`config.mk`:
```
export PLATFORM = sky130hd
export DESIGN_NAME = capture_trigger_ctrl
export DESIGN_NICKNAME = d
export VERILOG_FILES = /design/src/rtl/capture_trigger_ctrl.sv
export SDC_FILE = /design/constraint.sdc
export NUM_CORES = 1
export LEC_CHECK = 0
export BUFFER_PORTS_ARGS = -buffer_cell sky130_fd_sc_hd__buf_2
export CAP_MARGIN = 20
export CORE_UTILIZATION = 56
export DETAILED_ROUTE_END_ITERATION = 10
export HOLD_SLACK_MARGIN = 0.15
export PLACE_DENSITY_LB_ADDON = 0.08
export SYNTH_ARGS = -nofsm -noshare
export SYNTH_HDL_FRONTEND = slang
export SYNTH_SLANG_ARGS = --single-unit
```
`constraint.sdc`:
```
create_clock -name wr_clk -period 4.18 [get_ports wr_clk]
set_input_delay 0.209 -clock wr_clk [delete_from_list [all_inputs] [get_ports wr_clk]]
set_output_delay 0.209 -clock wr_clk [all_outputs]
set_load 0.1 [all_outputs]
```
`src/rtl/capture_trigger_ctrl.sv`:
```
// Decimating write-side front end for the pre-trigger capture FIFO; trigger
// detect, pre-fill and sequencing. Define CAPTURE_TRIG_TIMESTAMP_EN for trig_sample_cnt.
// Latency: adc_data at cycle N reaches fifo_wr_data/fifo_wr_ce at N+1. No backpressure; the FIFO always accepts.
module capture_trigger_ctrl #(
  parameter int data_width = 10,
  parameter int ds_width   = 16
) (
  input  logic                  wr_clk,
  input  logic                  rst,
  input  logic                  arm,
  input  logic [data_width-1:0] adc_data,
  input  logic                  trigger_in,
  input  logic [1:0]            trigger_mode,
  input  logic                  trigger_now,
  input  logic [ds_width-1:0]   downsample,
  input  logic [31:0]           presamples,
  input  logic                  fifo_wr_done,
  output logic                  fifo_rst,
  output logic [data_width-1:0] fifo_wr_data,
  output logic                  fifo_wr_ce,
  output logic                  fifo_wr_trigger,
  output logic                  armed,
  output logic                  capturing,
  output logic                  done
`ifdef CAPTURE_TRIG_TIMESTAMP_EN
  ,
  output logic [31:0]           trig_sample_cnt
`endif
);

  localparam logic [2:0] S_IDLE    = 3'd0;
  localparam logic [2:0] S_PRETRIG = 3'd1;
  localparam logic [2:0] S_ARMED   = 3'd2;
  localparam logic [2:0] S_CAPTURE = 3'd3;
  localparam logic [2:0] S_DONE    = 3'd4;

  localparam logic [ds_width-1:0] DS_ONE = {{(ds_width-1){1'b0}}, 1'b1};

  logic [2:0]          state;
  logic [2:0]          state_nxt;
  logic                arm_q;
  logic                arm_qq;
  logic                arm_rise;
  logic                trig_s1;
  logic                trig_s2;
  logic                trig_h;
  logic                trig_lvl;
  logic                trig_evt;
  logic                trig_pend;
  logic                take_trig;
  logic [ds_width-1:0] ds_cnt;
  logic [ds_width-1:0] ds_cnt_inc;
  logic [ds_width-1:0] ds_max;
  logic [ds_width-1:0] ds_lim;
  logic                strobe;
  logic [31:0]         pre_cnt;
  logic                running;
  logic                restart;
  logic                wr_en;

  assign arm_rise   = arm_q & ~arm_qq;
  assign running    = (state == S_PRETRIG) || (state == S_ARMED) || (state == S_CAPTURE);
  // A fresh arm edge only starts a capture from rest; in the active states it
  // cannot occur without arm having been seen low, which already aborted.
  assign restart    = arm_rise && ((state == S_IDLE) || (state == S_DONE));
  assign ds_lim     = (downsample == '0) ? DS_ONE : downsample;
  assign ds_cnt_inc = ds_cnt + DS_ONE;
  assign strobe     = (ds_cnt == '0) && (state != S_IDLE);
  // Write on the decimation strobe while active, except on the cycle arm is
  // seen low (abort) or the FIFO reports capture complete.
  assign wr_en      = strobe && running && arm_q &&
                      !((state == S_CAPTURE) && fifo_wr_done);

  // Trigger condition selected from the synchronized level and its history.
  always_comb begin
    trig_lvl = 1'b0;
    case (trigger_mode)
      2'b00:   trig_lvl = trig_s2 & ~trig_h;
      2'b01:   trig_lvl = ~trig_s2 & trig_h;
      2'b10:   trig_lvl = trig_s2;
      default: trig_lvl = ~trig_s2;
    endcase
    trig_evt = trig_lvl | trigger_now;
  end

  // Sequencer next state; a trigger is only taken on a strobe so it always
  // rides on a written sample.
  always_comb begin
    state_nxt = state;
    take_trig = 1'b0;
    case (state)
      S_IDLE:    if (arm_rise) state_nxt = S_PRETRIG;
      S_PRETRIG: begin
        if (!arm_q)                        state_nxt = S_IDLE;
        else if (pre_cnt == presamples)    state_nxt = S_ARMED;
      end
      S_ARMED: begin
        if (!arm_q) state_nxt = S_IDLE;
        else if (strobe && (trig_pend || trig_evt)) begin
          take_trig = 1'b1;
          state_nxt = S_CAPTURE;
        end
      end
      S_CAPTURE: begin
        if (!arm_q)            state_nxt = S_IDLE;
        else if (fifo_wr_done) state_nxt = S_DONE;
      end
      S_DONE: begin
        if (arm_rise)   state_nxt = S_PRETRIG;
        else if (!arm_q) state_nxt = S_IDLE;
      end
      default: state_nxt = S_IDLE;
    endcase
  end

  // Arm edge detect and the 2-flop trigger synchronizer plus history flop.
  always_ff @(posedge wr_clk) begin
    if (rst) begin
      arm_q   <= 1'b0;
      arm_qq  <= 1'b0;
      trig_s1 <= 1'b0;
      trig_s2 <= 1'b0;
      trig_h  <= 1'b0;
    end else begin
      arm_q   <= arm;
      arm_qq  <= arm_q;
      trig_s1 <= trigger_in;
      trig_s2 <= trig_s1;
      trig_h  <= trig_s2;
    end
  end

  // Decimation counter; the factor is re-latched only at wrap so a change
  // never produces a short or long interval mid-period.
  always_ff @(posedge wr_clk) begin
    if (rst) begin
      ds_cnt <= '0;
      ds_max <= DS_ONE;
    end else if (state == S_IDLE) begin
      ds_cnt <= '0;
      ds_max <= ds_lim;
    end else if (ds_cnt_inc >= ds_max) begin
      ds_cnt <= '0;
      ds_max <= ds_lim;
    end else begin
      ds_cnt <= ds_cnt_inc;
    end
  end

  // Pre-fill counter and pending trigger; triggers are only remembered in ARMED.
  always_ff @(posedge wr_clk) begin
    if (rst) begin
      pre_cnt   <= '0;
      trig_pend <= 1'b0;
    end else begin
      if (restart)
        pre_cnt <= '0;
      else if ((state == S_PRETRIG) && strobe)
        pre_cnt <= pre_cnt + 32'd1;
      if ((state == S_ARMED) && (state_nxt == S_ARMED))
        trig_pend <= trig_pend | trig_evt;
      else
        trig_pend <= 1'b0;
    end
  end

  // State register and all registered outputs.
  always_ff @(posedge wr_clk) begin
    if (rst) begin
      state           <= S_IDLE;
      fifo_rst        <= 1'b0;
      fifo_wr_data    <= '0;
      fifo_wr_ce      <= 1'b0;
      fifo_wr_trigger <= 1'b0;
      armed           <= 1'b0;
      capturing       <= 1'b0;
      done            <= 1'b0;
    end else begin
      state           <= state_nxt;
      fifo_rst        <= restart;
      fifo_wr_data    <= adc_data;
      fifo_wr_ce      <= wr_en;
      fifo_wr_trigger <= take_trig;
      armed           <= (state_nxt == S_ARMED);
      capturing       <= (state_nxt == S_CAPTURE);
      done            <= (state_nxt == S_DONE);
    end
  end

`ifdef CAPTURE_TRIG_TIMESTAMP_EN
  logic ts_frozen;

  // Strobe count since arm, frozen on the strobe that carries the trigger.
  always_ff @(posedge wr_clk) begin
    if (rst) begin
      trig_sample_cnt <= '0;
      ts_frozen       <= 1'b0;
    end else if (restart) begin
      trig_sample_cnt <= '0;
      ts_frozen       <= 1'b0;
    end else if (strobe && !ts_frozen) begin
      if (trig_sample_cnt != 32'hFFFF_FFFF)
        trig_sample_cnt <= trig_sample_cnt + 32'd1;
      if (take_trig)
        ts_frozen <= 1'b1;
    end
  end
`endif

endmodule

```
==> metrics.md <==
| Metric | Value |
|---|---|
| Syn Inst Count | 506 |
| RR Startpoint | ds_cnt[0] |
| Worst skew pair latency | 0.36 ns |
| Clock sinks | 89 |
| # diodes | 0 |
| Placeable Area | 7770 um2 |
| Max Cap Viol | 0 |
| Max Clock Freq | 299 MHz |
| VDD IR-drop max | 0.230 mV |
| Final Setup Violations | 0 |
| Pins Over Slew Limit | 0 |
| Distinct cell type count after synthesis | 41 |
| Worst-path fanout max | 16 |
| Post-synth top area share | 0.392 |
| Crit path kind | flop to flop |
| Die extent in x | around 90 um |
| Die Area | between 8000 and 9000 um2 |
| Die Span Y | 92.1 um |
| DRT Pass-1 Iters | 4 |
| Layout overhead on the synthesized area | 20.3% |
| Post-Route Setup TNS | 0 ns |
| M2 GR Usage | 0.402 |
| Power per cell area | 295 nW/um2 |
| CTS buffer count | 9 |
| Worst Path Required | between 4 and 5 ns |
| Seq/Total Area, Yosys | 0.392 |
| Area leader, netlist | dfxtp_1 |
| Leading cell type by number of instances after synthesis | dfxtp_1 |
| Clk pwr share | 0.336 |
| Hpwl dp | 7240 um |
| Gpl congestion | ~0.86 |
| CTS resizes | 0 |
| Grt total ovfl | 0 |
| Drt wl/cell | 14.5 um |
| Nets | 694 |
| Leakage power | 2.11 nW |
| Clock skew | about 0.0082 ns |
| WL final | 10400 um |
| Hold endpoint | state[2] |
| Hold path startpoint | fifo_wr_done |
| Worst Hold Class | input port to flop |
| Initial antenna violation count | 0 |
| Main synth FF type | dfxtp_1 |
| Fillers | 637 |
| RSZ-0062 raised after global routing | false |
| I/O pins | 82 |
| Post-CTS Setup Bufs | 0 |
| Sequential Power Share | 0.542 |
| Final-report hold violation count | 0 |
| Worst slew margin | 0.321 |
| Switching part of the total power | 0.275 |
| R2R Path End | ds_cnt[15] |
| Gr busiest metal | met2 |
| CTS tree | built |
| Worst hold path cell count | 3 |
| Vias in the first global route | 3655 |
| Synth Area per Inst | 8.98 um2 |
| Vias/cell | 5.40 |
| Pin slew with the least headroom to its limit | 1.02 ns |
| Largest net degree at the start of global routing | 66 |
| Synth top area cells | dfxtp_1, xnor2_1, ha_1, nand2b_1, mux2i_1 |
| Iter 0 DRT Violations | between 150 and 200 |
| Overall Power | 1.61 mW |
| Crit end category | flop |
| Arrival time worst endpoint | between 3 and 4 ns |
| Mapped cell area | 4540 um2 |
| Share of layout cells above drive strength 1 | 0.168 |
| Fin crit period | 3.34 ns |
| Reg-to-reg setup timing slack | 0.84 ns |
| Switching pwr | 444 uW |
| Synth cell count leaders | dfxtp_1, xnor2_1, nand2b_1, nor2_1, inv_1 |
| Total track usage | 0.259 |
| First-pass GRT wire length | 17400 um |
| Yosys warnings | 0 |
| Starting density of the core | 0.585 |
| Met1 GRT Util | 0.368 |
| Buffers on Ports | ~80 |
| Logic pwr share | 0.122 |
| Type of origin of the critical path | flop |
| CTS clk-pin slew, worst paths | 0.09 ns |
| Status | finished clean |
| R2R depth | 12 |
| CTS Buffer Depth | 2 |
| Async SR Flop Fraction | 0 |
| Internal power | 1.17 mW |
| CTS H-tree lvls | 3 |
| Final period utilization | 0.799 |
| #FFs+latches synth | 89 |
| Routed Antenna Nets | 0 |
| Via count | between 3000 and 4000 |
| Root Buffer | clkbuf_8 |
| Number of synthesized flops with an enable pin | 0 |
| Post-synth net total | 591 |
| # rows | 32 |
| Global Route met3 Usage | 0.0381 |
| Residual DRC | 0 |
placed cells by master, fill, tap and decap left out, types with 2 or more instances in the layout:
master / netlist / final
nand2_1: 17 / 17
a21oi_1: 13 / 13
mux2i_1: 18 / 18
and2_1: 6 / 6
nor2b_1: 18 / 18
and3_1: 9 / 9
o211ai_1: 3 / 3
dfxtp_1: 89 / 89
xnor2_1: 54 / 54
o21ai_0: 8 / 8
a21o_1: 4 / 4
nand3_1: 23 / 23
nand2b_1: 34 / 34
dlygate4sd3_1: 0 / 28
nor3b_1: 17 / 17
o21a_1: 4 / 4
clkbuf_8: 0 / 9
nor4_1: 10 / 10
or4_1: 5 / 5
ha_1: 19 / 19
clkinvlp_4: 0 / 2
o31ai_1: 3 / 3
or3_1: 7 / 7
nor3_2: 2 / 2
nor3_1: 14 / 14
and4_1: 2 / 2
inv_1: 26 / 26
nand4_1: 24 / 24
buf_2: 1 / 81
nor2_1: 34 / 34
xor2_1: 15 / 15
clkinv_4: 0 / 3
a31oi_1: 2 / 2
layout make-up:
| cell class | instances | area, um2 | share of cell area |
|---|---|---|---|
| multi-input combinational | 373 | 2590 | 0.473 |
| sequential | 89 | 1780 | 0.326 |
| timing repair buffer | 110 | 693 | 0.127 |
| tap | 102 | 128 | 0.0234 |
| clock buffer | 9 | 124 | 0.0227 |
| inverter | 26 | 97.6 | 0.0179 |
| clock inverter | 7 | 55.1 | 0.0101 |
flip-flops by register name, indices dropped and copies added, names as in the netlist, 3 cells and up:
name and flops:
ds_cnt 16, state 3, ds_max 16, fifo_wr_data 10
pre_cnt 32
critical path: stages (launching register included):
cell,delay [ns]
dfxtp_1,0.46
ha_1,0.25
inv_1,0.07
nor3_1,0.49
nand3_1,0.17
xnor2_1,0.24
ha_1,0.28
nand4_1,0.12
nor2_1,0.06
o21ai_0,0.07
a31oi_1,0.08
or3_1,0.65
nor3b_1,0.29
power groups by stage:
stage	clock network, mW	registers, mW	logic [mW]
after global routing	0.584	0.877	0.214
after floorplan	0	0.933	0.0789
after detailed placement	0	0.894	0.175
after global placement	0	0.894	0.172
after CTS	0.551	0.875	0.196
final	0.542	0.875	0.197
worst max-delay path by stage:
stage / from / to
3_3_place_gp: ds_cnt[0] / ds_cnt[1]
6_report: ds_cnt[0] / ds_cnt[15]
5_1_grt: ds_cnt[0] / ds_cnt[4]
3_5_place_dp: ds_cnt[0] / ds_cnt[1]
2_1_floorplan: ds_cnt[0] / ds_max[0]
4_1_cts: ds_cnt[0] / ds_cnt[15]
metrics by stage:
step / std cells / instance area (um2) / worst slack [ns] / hold WS, ns / util
after global placement: 672 / 5010 / 1.09 / 0.418 / 0.644
after detailed placement: 672 / 5010 / 0.933 / 0.426 / 0.644
after floorplan: 506 / 4540 / 1.17 / 0.337 / -
final: 716 / 5470 / 0.840 / 0.166 / 0.704
after CTS: 716 / 5470 / 0.899 / 0.157 / 0.704
after global routing: 716 / 5470 / 0.514 / 0.196 / 0.704
kinds of logic (layout without fill, tap and decap cells):
family | after synthesis | after routing | share of synthesized area
buffers and inverters | 44 | 152 | 0.0386
muxes | 18 | 18 | 0.0397
adders and majority gates | 19 | 19 | 0.0523
AOI/OAI and AO/OA | 40 | 40 | 0.0548
and+or+nand+nor | 227 | 227 | 0.289
DFF | 89 | 89 | 0.392
xor gates and xnor gates | 69 | 69 | 0.133
timing repair:
item                                   in CTS  in global routing
hold buffers                               28                  0
endpoints found under the hold margin      28                  0
setup endpoints to repair                   0                  0
per-layer routing:
metal	wire length, um	up-vias
met1	5210	1796
li1	-	1956
met3	538	10
met4	99	0
met2	4540	101
met5	0	-
Power figures use the tool's default switching activity.
